===== src/rtl/elastic_buffer_pkg.sv =====
// Shared constants for the PHY receive elastic buffer.
// SKP symbols (both disparities) and default geometry.
package elastic_buffer_pkg;

  localparam int DEF_DATA_WIDTH   = 10;
  localparam int DEF_BUFFER_DEPTH = 16;
  localparam int DEF_HIGH_WM      = 12;
  localparam int DEF_LOW_WM       = 4;

  localparam logic [9:0] SKP_RDN = 10'b0011111001;
  localparam logic [9:0] SKP_RDP = 10'b1100000110;

endpackage


===== src/rtl/binToGray.sv =====
// Binary to Gray code converter.
// Ports: bin (binary in), gray (Gray out), width WIDTH.
module binToGray #(
  parameter int WIDTH = 5
) (
  input  logic [WIDTH-1:0] bin,
  output logic [WIDTH-1:0] gray
);

  assign gray = bin ^ (bin >> 1);

endmodule


===== src/rtl/grayToBin.sv =====
// Gray code to binary converter.
// Ports: gray (Gray in), bin (binary out), width WIDTH.
module grayToBin #(
  parameter int WIDTH = 5
) (
  input  logic [WIDTH-1:0] gray,
  output logic [WIDTH-1:0] bin
);

  // Each binary bit is the XOR of all Gray bits at or above it.
  always_comb begin
    bin = '0;
    for (int i = 0; i < WIDTH; i++) begin
      bin[i] = ^(gray >> i);
    end
  end

endmodule


===== src/rtl/write_pointer_control.sv =====
// Elastic buffer write-side pointer control, recovered-clock domain.
// Ports: write_clk, rst_n (sync, active low), data_in, data_valid,
// gray_read_pointer in; write_enable, write_address,
// gray_write_pointer, full, skp_removed, add_req, overflow out;
// ovf_count when ELASTIC_OVF_CNT_EN is defined.
module write_pointer_control
  import elastic_buffer_pkg::*;
#(
  parameter int DATA_WIDTH   = DEF_DATA_WIDTH,
  parameter int BUFFER_DEPTH = DEF_BUFFER_DEPTH,
  parameter int HIGH_WM      = DEF_HIGH_WM,
  parameter int LOW_WM       = DEF_LOW_WM,
  localparam int ADDR_W      = $clog2(BUFFER_DEPTH),
  localparam int PW          = ADDR_W + 1
) (
  input  logic                  write_clk,
  input  logic                  rst_n,
  input  logic [DATA_WIDTH-1:0] data_in,
  input  logic                  data_valid,
  input  logic [PW-1:0]         gray_read_pointer,
  output logic                  write_enable,
  output logic [PW-1:0]         write_address,
  output logic [PW-1:0]         gray_write_pointer,
  output logic                  full,
  output logic                  skp_removed,
  output logic                  add_req,
`ifdef ELASTIC_OVF_CNT_EN
  output logic                  overflow,
  output logic [7:0]            ovf_count
`else
  output logic                  overflow
`endif
);

  localparam logic [PW-1:0] DEPTH_P = PW'(BUFFER_DEPTH);
  localparam logic [PW-1:0] HIGH_P  = PW'(HIGH_WM);
  localparam logic [PW-1:0] LOW_P   = PW'(LOW_WM);
  localparam logic [PW-1:0] MID_P   = PW'((LOW_WM + HIGH_WM) / 2);

  logic [PW-1:0] sync1;
  logic [PW-1:0] sync2;
  logic [PW-1:0] rd_bin_s;
  logic [PW-1:0] occ;
  logic [PW-1:0] wa_next;
  logic [PW-1:0] occ_next;
  logic          is_skp;
  logic          skp_prev;
  logic          del;

  grayToBin #(.WIDTH(PW)) u_g2b (
    .gray (sync2),
    .bin  (rd_bin_s)
  );

  binToGray #(.WIDTH(PW)) u_b2g (
    .bin  (write_address),
    .gray (gray_write_pointer)
  );

  assign is_skp = (data_in == DATA_WIDTH'(SKP_RDN))
               || (data_in == DATA_WIDTH'(SKP_RDP));

  // Modulo subtraction; the extra MSB keeps full distinct from empty.
  assign occ = write_address - rd_bin_s;

  // Combinational strobes are gated so they stay low during reset.
  assign del = rst_n & data_valid & is_skp & skp_prev
             & (occ >= HIGH_P);

  assign write_enable = rst_n & data_valid & ~del & ~full;
  assign overflow     = rst_n & data_valid & ~del & full;
  assign skp_removed  = del;

  assign wa_next  = write_address + PW'(write_enable);
  assign occ_next = wa_next - rd_bin_s;

  always_ff @(posedge write_clk) begin
    if (!rst_n) begin
      sync1         <= '0;
      sync2         <= '0;
      write_address <= '0;
      full          <= 1'b0;
      add_req       <= 1'b0;
      skp_prev      <= 1'b0;
    end else begin
      sync1         <= gray_read_pointer;
      sync2         <= sync1;
      write_address <= wa_next;
      full          <= (occ_next == DEPTH_P);
      if (occ_next <= LOW_P) begin
        add_req <= 1'b1;
      end else if (occ_next >= MID_P) begin
        add_req <= 1'b0;
      end
      // A SKP dropped on overflow leaves the ordered-set tracking alone.
      if (data_valid) begin
        if (!is_skp) begin
          skp_prev <= 1'b0;
        end else if (write_enable || del) begin
          skp_prev <= 1'b1;
        end
      end
    end
  end

`ifdef ELASTIC_OVF_CNT_EN
  always_ff @(posedge write_clk) begin
    if (!rst_n) begin
      ovf_count <= '0;
    end else if (overflow && (ovf_count != 8'hFF)) begin
      ovf_count <= ovf_count + 8'd1;
    end
  end
`endif

endmodule


===== config.mk =====
export PLATFORM = sky130hd
export DESIGN_NAME = write_pointer_control
export DESIGN_NICKNAME = d
export VERILOG_FILES = /design/src/rtl/elastic_buffer_pkg.sv /design/src/rtl/binToGray.sv /design/src/rtl/grayToBin.sv /design/src/rtl/write_pointer_control.sv
export SDC_FILE = /design/constraint.sdc
export NUM_CORES = 1
export LEC_CHECK = 0
export CORE_UTILIZATION = 41
export DETAILED_ROUTE_END_ITERATION = 10
export HOLD_SLACK_MARGIN = 0.02
export PLACE_DENSITY_LB_ADDON = 0.2
export REMOVE_ABC_BUFFERS = 1
export SLEW_MARGIN = 0
export SYNTH_ARGS = -nofsm -noshare
export SYNTH_HDL_FRONTEND = slang
export SYNTH_SLANG_ARGS = --single-unit

===== constraint.sdc =====
create_clock -name write_clk -period 4.6 [get_ports write_clk]
set_input_delay 0.92 -clock write_clk [delete_from_list [all_inputs] [get_ports write_clk]]
set_output_delay 0.92 -clock write_clk [all_outputs]
set_load 0.01 [all_outputs]

==> After elaboration in Yosys (flattened, before gate mapping) <==
Cells that the tools add are included.
{ "word_totals": {"ff_bits": 18, "in_bits": 18, "output_inout_bits": 15} }
{ "op_classes": {"n_addsub": 3, "magnitude_cmp": 3, "n_eq_ne": 4, "mux": 4, "n_bitwise": 10, "reduce_logical": 9} }
{ "op_table": {"columns": ["op", "count"], "rows": [
  ["parity 5 bit", 5],
  ["equality test 10 bit, second input constant", 1],
  ["equality test 10 x 8 -> 1 bit, second input constant", 1],
  [">= comparator 5 x 4 -> 1 bit, second input constant", 2],
  ["subtractor 5 bit", 2],
  ["bitwise AND 1 bit", 7],
  ["adder 5 x 1 -> 5 bit", 1],
  ["equality test 5 bit, second input constant", 1],
  ["less-or-equal comparator 5 x 3 -> 1 bit, second input constant", 1],
  ["XOR 5 x 4 -> 5 bit", 1],
  ["two-way mux 1 bit", 4],
  ["logical OR 1 bit", 2],
  ["inequality test 2 x 1 -> 1 bit, second input constant", 1],
  ["NOT 1 bit", 2],
  ["AND reduction 2 bit", 1],
  ["nonzero test 2 bit", 1]
]} }

==> Longest topological paths before layout <==
Gate-level depths: netlist of run 1.
{ "logic_depth": {"depth_word": 13, "ltp_mapped": 21, "ltp_nobuf": 21} }

==> Cells and area by module <==
Synthesis of run 1 repeated with hierarchy kept, for this count alone.
{ "unflattened": {"cells_unflattened": 112, "hier_area_um2": 1122.3} }
{ "by_module_without_submodules": {"columns": ["mod", "n_inst", "cells_each", "area_each_um2"], "rows": [
  ["write_pointer_control", 1, 101, 1007.2],
  ["grayToBin", 1, 6, 72.6],
  ["binToGray", 1, 5, 42.5]
]} }

==> Worst setup path after synthesis of run 1 <==
Ideal clock, no wire load.
{ "synth_path": {"path_kind": "reg2reg", "from": "register sync2[4]", "to": "register add_req", "t_arrival_ps": 4649, "required_ps": 4536, "path_slack_ps": -113, "stages_incl_launch_ff": 22, "path_cell_list": "dfxtp_1 -> xnor2_1 -> xor2_1 -> xor2_1 -> xnor2_1 -> ha_1 -> fa_1 -> nand2b_1 -> a21oi_1 -> xor2_1 -> a311o_1 -> nor3b_1 -> ha_1 -> inv_1 -> ha_1 -> inv_1 -> fa_1 -> a21o_1 -> a21oi_1 -> xnor2_1 -> o31ai_1 -> nor2_1"} }
{ "synth_between": {"elab_chain_cells": 11, "elab_cells_between_ends": 17} }
{ "synth_rtl": {"columns": ["item", "line", "rtl"], "rows": [
  ["start: declaration", "write_pointer_control.sv:41", "logic [PW-1:0] sync2;"],
  ["start signal: assignment", "write_pointer_control.sv:87", "sync2 <= sync1;"],
  ["parity 5 bit", "grayToBin.sv:14", "bin[i] = ^(gray >> i);"],
  ["subtractor 5 bit (*)", "write_pointer_control.sv:64", "assign occ = write_address - rd_bin_s;"],
  [">= comparator 5 x 4 -> 1 bit (*)", "write_pointer_control.sv:68", "& (occ >= HIGH_P);"],
  ["bitwise AND 1 bit (*)", "write_pointer_control.sv:68", null],
  ["NOT 1 bit (*)", "write_pointer_control.sv:70", "assign write_enable = rst_n & data_valid & ~del & ~full;"],
  ["bitwise AND 1 bit (*) (2 in a row)", "write_pointer_control.sv:70", null],
  ["named net write_enable", "write_pointer_control.sv:21", "output logic write_enable,"],
  ["adder 5 x 1 -> 5 bit (*)", "write_pointer_control.sv:74", "assign wa_next = write_address + PW'(write_enable);"],
  ["named net wa_next[0]", "write_pointer_control.sv:44", "logic [PW-1:0] wa_next;"],
  ["subtractor 5 bit (*)", "write_pointer_control.sv:75", "assign occ_next = wa_next - rd_bin_s;"],
  ["less-or-equal comparator 5 x 3 -> 1 bit or >= comparator 5 x 4 -> 1 bit (tied branches)", "write_pointer_control.sv:90, write_pointer_control.sv:92", null],
  ["two-way mux 1 bit or nonzero test 2 bit (tied branches)", null, null],
  ["end signal: assignment", "write_pointer_control.sv:83", "add_req <= 1'b0;"],
  ["end signal: assignment", "write_pointer_control.sv:91", "add_req <= 1'b1;"],
  ["end signal: assignment", "write_pointer_control.sv:93", "add_req <= 1'b0;"],
  ["end: declaration", "write_pointer_control.sv:26", "output logic add_req,"]
]} }
The timed path passes the listed nets; every way through them passes the cells marked *.
A chain may end at the register's enable or synchronous reset.

==> Worst setup path in the final report of run 1 <==
{ "layout_path": {"from": "register sync2[3]", "to": "output skp_removed"} }
{ "layout_between": {"elab_chain_cells": 4, "elab_cells_between_ends": 7} }
{ "layout_rtl": {"columns": ["item", "line", "rtl"], "rows": [
  ["parity 5 bit", "grayToBin.sv:14", null],
  ["subtractor 5 bit (*)", "write_pointer_control.sv:64", null],
  [">= comparator 5 x 4 -> 1 bit (*)", "write_pointer_control.sv:68", null],
  ["bitwise AND 1 bit (*)", "write_pointer_control.sv:68", null],
  ["end: declaration", "write_pointer_control.sv:25", "output logic skp_removed,"]
]} }
Every way passes the cells marked *; elsewhere a longest branch is shown, timed or not.

==> results of run 1 <==
==> kinds of logic after synthesis <==
logic type / count (synthesis)
DFF: 18
buffers and inverters: 9
xor gates and xnor gates: 15
and+or+nand+nor: 42
AOI/OAI and AO/OA: 14
adders and majority gates: 14
==> power by group <==
group,switching (mW),leakage (nW),total (mW),internal (mW)
Sequential,0.00518,0.148,0.168,0.163
Combinational,0.0631,0.537,0.140,0.0772
Clock,0.0519,0.0210,0.100,0.0484
==> metrics by stage <==
stage | setup WS, ns | std cells | power [mW] | utilization, % | hold slack, ns
2_1_floorplan | -0.113 | 110 | 0.247 | - | 0.412
3_3_place_gp | 0.217 | 177 | 0.290 | 58.9 | 0.413
3_5_place_dp | 0.0340 | 177 | 0.297 | 58.9 | 0.419
4_1_cts | 0.0456 | 183 | 0.401 | 61.6 | 0.443
5_1_grt | -0.0713 | 186 | 0.432 | 64.1 | 0.460
6_report | 0.0897 | 186 | 0.409 | 64.1 | 0.441
==> cell usage after synthesis, types with 2 or more instances <==
| cell type | n |
|---|---|
| nor2_1 | 4 |
| inv_1 | 7 |
| o21a_1 | 2 |
| nand2_1 | 6 |
| xor2_1 | 7 |
| fa_1 | 2 |
| xnor2_1 | 8 |
| ha_1 | 12 |
| nor3_1 | 4 |
| nand4b_1 | 2 |
| nor2b_1 | 4 |
| and2_1 | 15 |
| a21oi_1 | 4 |
| o21ai_0 | 2 |
| o31ai_1 | 2 |
| dfxtp_1 | 18 |
==> worst max path at each step <==
| stage | slack [ns] | end | cells after the start |
|---|---|---|---|
| after floorplan | -0.11 | add_req | 21 |
| after global placement | 0.22 | add_req | 21 |
| after detailed placement | 0.03 | add_req | 21 |
| after CTS | 0.05 | write_enable | 13 |
| after global routing | -0.07 | skp_removed | 14 |
| final | 0.09 | skp_removed | 14 |
==> final cells by class <==
type                            instances  share of cell area [%]
Multi-Input combinational cell         85                    45.3
Sequential cell                        18                    22.9
Inverter                                7                    1.67
Timing Repair Buffer                   42                    25.4
Clock buffer                            4                    2.31
Tap cell                               30                    2.38
==> registers in the layout, summed over array words and instances (netlist names) <==
name,flops
full,1
sync2,5
add_req,1
sync1,5
skp_prev,1
write_address,5
==> timing repair <==
item                       CTS  global route
gates resized for setup      3             8
setup endpoints to repair    1             4
pin swaps                    2             5
cloned                       0             0
buffers inserted             2             3
hold buffers                 0             0
==> worst register-to-register path, delay by kind of cell (launching register included) <==
| kind | cells | cell delay, ns |
|---|---|---|
| buf+inv | 3 | 0.34 |
| flops | 1 | 0.34 |
| compound gates | 5 | 1.07 |
| xor+xnor | 4 | 0.78 |
| simple gates | 4 | 0.59 |
| fa+ha+maj | 4 | 1.21 |
==> metal layers <==
metal | vias up | GRT usage [%] | wire (um)
met5 | - | 0 | 0
met4 | 0 | 16.2 | 76
met3 | 6 | 2.59 | 73
met2 | 18 | 31.9 | 1260
met1 | 446 | 18.9 | 965
li1 | 463 | - | -
==> impl_table.tex, run 1 <==
\begin{tabular}{lr}
\hline
Metric & Value \\
\hline
\multicolumn{2}{l}{\textbf{Setup path}} \\
CP delay by family, top & buffers and inverters \\
Crit path launch type & flip-flop \\
Worst Setup End Kind & output port \\
Cell with the most instances on the worst path & buf\_4 \\
Endpoint of the most critical register-to-register path & full \\
Type of the worst setup path & flip-flop to output port \\
Highest net fanout along the worst path & 4 \\
Reg2Reg Depth & 20 \\
Critical path data arrival time & 3.59 ns \\
Crit path required time & 3.68 ns \\
Buffering stage count on the worst path with inverters included & 5 \\
Max stage delay on crit path & 0.54 ns \\
Worst setup path startpoint & sync2[3] \\
Slowest cell on the critical path & clkdlybuf4s50\_1 \\
Worst path cell trace & xnor2\_2, xor2\_2, xor2\_2, buf\_4, buf\_4, inv\_1, fa\_2, nand2b\_1, a21oi\_2, xor2\_1, a311o\_1, buf\_4, nor2\_1, clkdlybuf4s50\_1 \\
Reg-to-reg setup timing slack & 0.15 ns \\
Launch point of the worst reg-to-reg path & sync2[3] \\
\multicolumn{2}{l}{\textbf{Yosys}} \\
Cell variety after synth & 29 \\
Leading area contributor after synthesis & dfxtp\_1 \\
Share of synthesized cell area in and, or, nand and nor gates & 23.7\% \\
Share of the synthesized area in the top cell type & 34.0\% \\
Main flop type after synthesis & dfxtp\_1 \\
Number of warnings reported in the yosys synthesis log & 0 \\
Ranking of synthesized cells by area & dfxtp\_1 34\%, ha\_1 14\%, and2\_1 8.8\% \\
Main combinational cell family by area after synthesis & simple AND/OR/NAND/NOR gates \\
Share of the synthesized area in compound gates (AO/OA/AOI/OAI) & 8.49\% \\
Fraction of the mapped netlist area in adder cells & 17.9\% \\
Count of flip-flops with a built-in enable after synthesis & 0 \\
Async set-reset flop share out of synthesis & 0\% \\
Count of state elements after synthesis & 18 \\
Cell area after synthesis & 0.00106 mm\^{}2 \\
Multiplexer share of the synthesized area & 0\% \\
Average size of a mapped cell & 9.47 um\^{}2 \\
Xor/xnor cell area share of the yosys netlist & 12.4\% \\
Part of the Yosys area used for sequential elements & 34.0\% \\
Cell count after synthesis & 112 \\
\multicolumn{2}{l}{\textbf{STA}} \\
Tightest slew margin relative to the limit & 80.1\% \\
Worst setup skew after layout & 0.00299 ns \\
Number of hold violations in the final report & 0 \\
Number of pins exceeding their max-slew limit in the final report & 0 \\
Total of endpoints with negative setup slack in the final report & 0 \\
Time the final worst path needs with I/O delays and setup & 4.51 ns \\
Total negative slack & 0 ns \\
Final worst-path cycle share & 98.0\% \\
Least-Margin Pin Slew & 0.298 ns \\
Maximum clock frequency & 222 MHz \\
\multicolumn{2}{l}{\textbf{Final layout}} \\
Sequential cell area in the final layout & 360 um\^{}2 \\
P\&R area growth vs syn & 48.3\% \\
Total area of multi-input combinational cells & 713 um\^{}2 \\
Final instance area & 0.00157 mm\^{}2 \\
Most frequent cells in the layout & 30 x clkdlybuf4s50\_1, 18 x dfxtp\_1, 15 x and2\_1 \\
Share of final-layout standard cells stronger than drive strength 1 & 14.7\% \\
Antenna diode instance count & 0 \\
Final nets & 189 \\
Most common library cell in the layout ignoring fill and taps & clkdlybuf4s50\_1 \\
Filler cell count in the final layout & 203 \\
\multicolumn{2}{l}{\textbf{Clocking}} \\
Clock H-tree levels & 1 \\
Number of CTS-inserted buffers & 3 \\
Library cell used as clock root buffer & clkbuf\_4 \\
Clock tree sinks & 18 \\
Longest Clk Path Bufs & 2 \\
Clock Pin Slew Worst Setup and Hold Paths & 0.10 ns \\
CTS tree & done \\
Clock latency on the worst-skew pair & 0.30 ns \\
\multicolumn{2}{l}{\textbf{Detailed routing}} \\
Drt pass-1 iters & 4 \\
Total via count in the routed design & 933 \\
Routed wirelength normalized by instance count & 12.8 um \\
Wire length after detailed routing & 2380 um \\
Post-detailed-route count of antenna-violating nets & 0 \\
Iteration-0 DRC count of the detailed router & 11 \\
Remaining routing DRC violations & 0 \\
Detailed-route vias per instance & 5.02 \\
\multicolumn{2}{l}{\textbf{Power and ir drop}} \\
Peak supply drop & 0.244 mV \\
Total power divided by cell area & 260 mW/mm\^{}2 \\
Leakage & 0.706 nW \\
\multicolumn{2}{l}{\textbf{Die}} \\
Top-Level Pins & 33 \\
Placement row count & 18 \\
Area enclosed by the die boundary & 0.00280 mm\^{}2 \\
Starting density of the core & 43.2\% \\
Height of the die & 52.9 um \\
Width of the die & 52.9 um \\
Core Region & 0.00245 mm\^{}2 \\
\multicolumn{2}{l}{\textbf{Global route}} \\
Maximum number of pins on one net before global-route repair & 20 \\
Number of global-route vias before repair & 839 \\
Total routing usage reported by global routing & 18.3\% \\
Total overflow reported by the global router & 0 \\
Wire length of the first global-routing pass & 3530 um \\
Antenna violations before repair & 0 \\
\multicolumn{2}{l}{\textbf{Min path}} \\
Worst hold start & sync1[2] \\
End of the worst hold path & sync2[2] \\
Hold WC Path Type & flip-flop to flip-flop \\
Instance count along the most critical hold path & 1 \\
\multicolumn{2}{l}{\textbf{Placed design}} \\
Global placer's final weighted congestion & 0.771 \\
Post-detail-place hpwl & 1710 um \\
Cell area reported after detailed placement & 0.00145 mm\^{}2 \\
Input/output buffers & 32 \\
\multicolumn{2}{l}{\textbf{Run status}} \\
Result of the run & complete, no violations \\
\multicolumn{2}{l}{\textbf{Run}} \\
Number of max-cap violations & 0 \\
\hline
\end{tabular}
Power figures use the tool's default switching activity.
==> run 2: changes to the inputs <==
--- a/config.mk
+++ b/config.mk
@@ -6,11 +6,12 @@
 export NUM_CORES = 1
 export LEC_CHECK = 0
 export CORE_UTILIZATION = 41
+export CTS_CLUSTER_SIZE = 12
 export DETAILED_ROUTE_END_ITERATION = 10
 export HOLD_SLACK_MARGIN = 0.02
 export PLACE_DENSITY_LB_ADDON = 0.2
 export REMOVE_ABC_BUFFERS = 1
-export SLEW_MARGIN = 0
+export SLEW_MARGIN = 5
 export SYNTH_ARGS = -nofsm -noshare
 export SYNTH_HDL_FRONTEND = slang
 export SYNTH_SLANG_ARGS = --single-unit
==> results of run 2 <==
No change in the layout: final DEF, timing and power equal those of run 1.
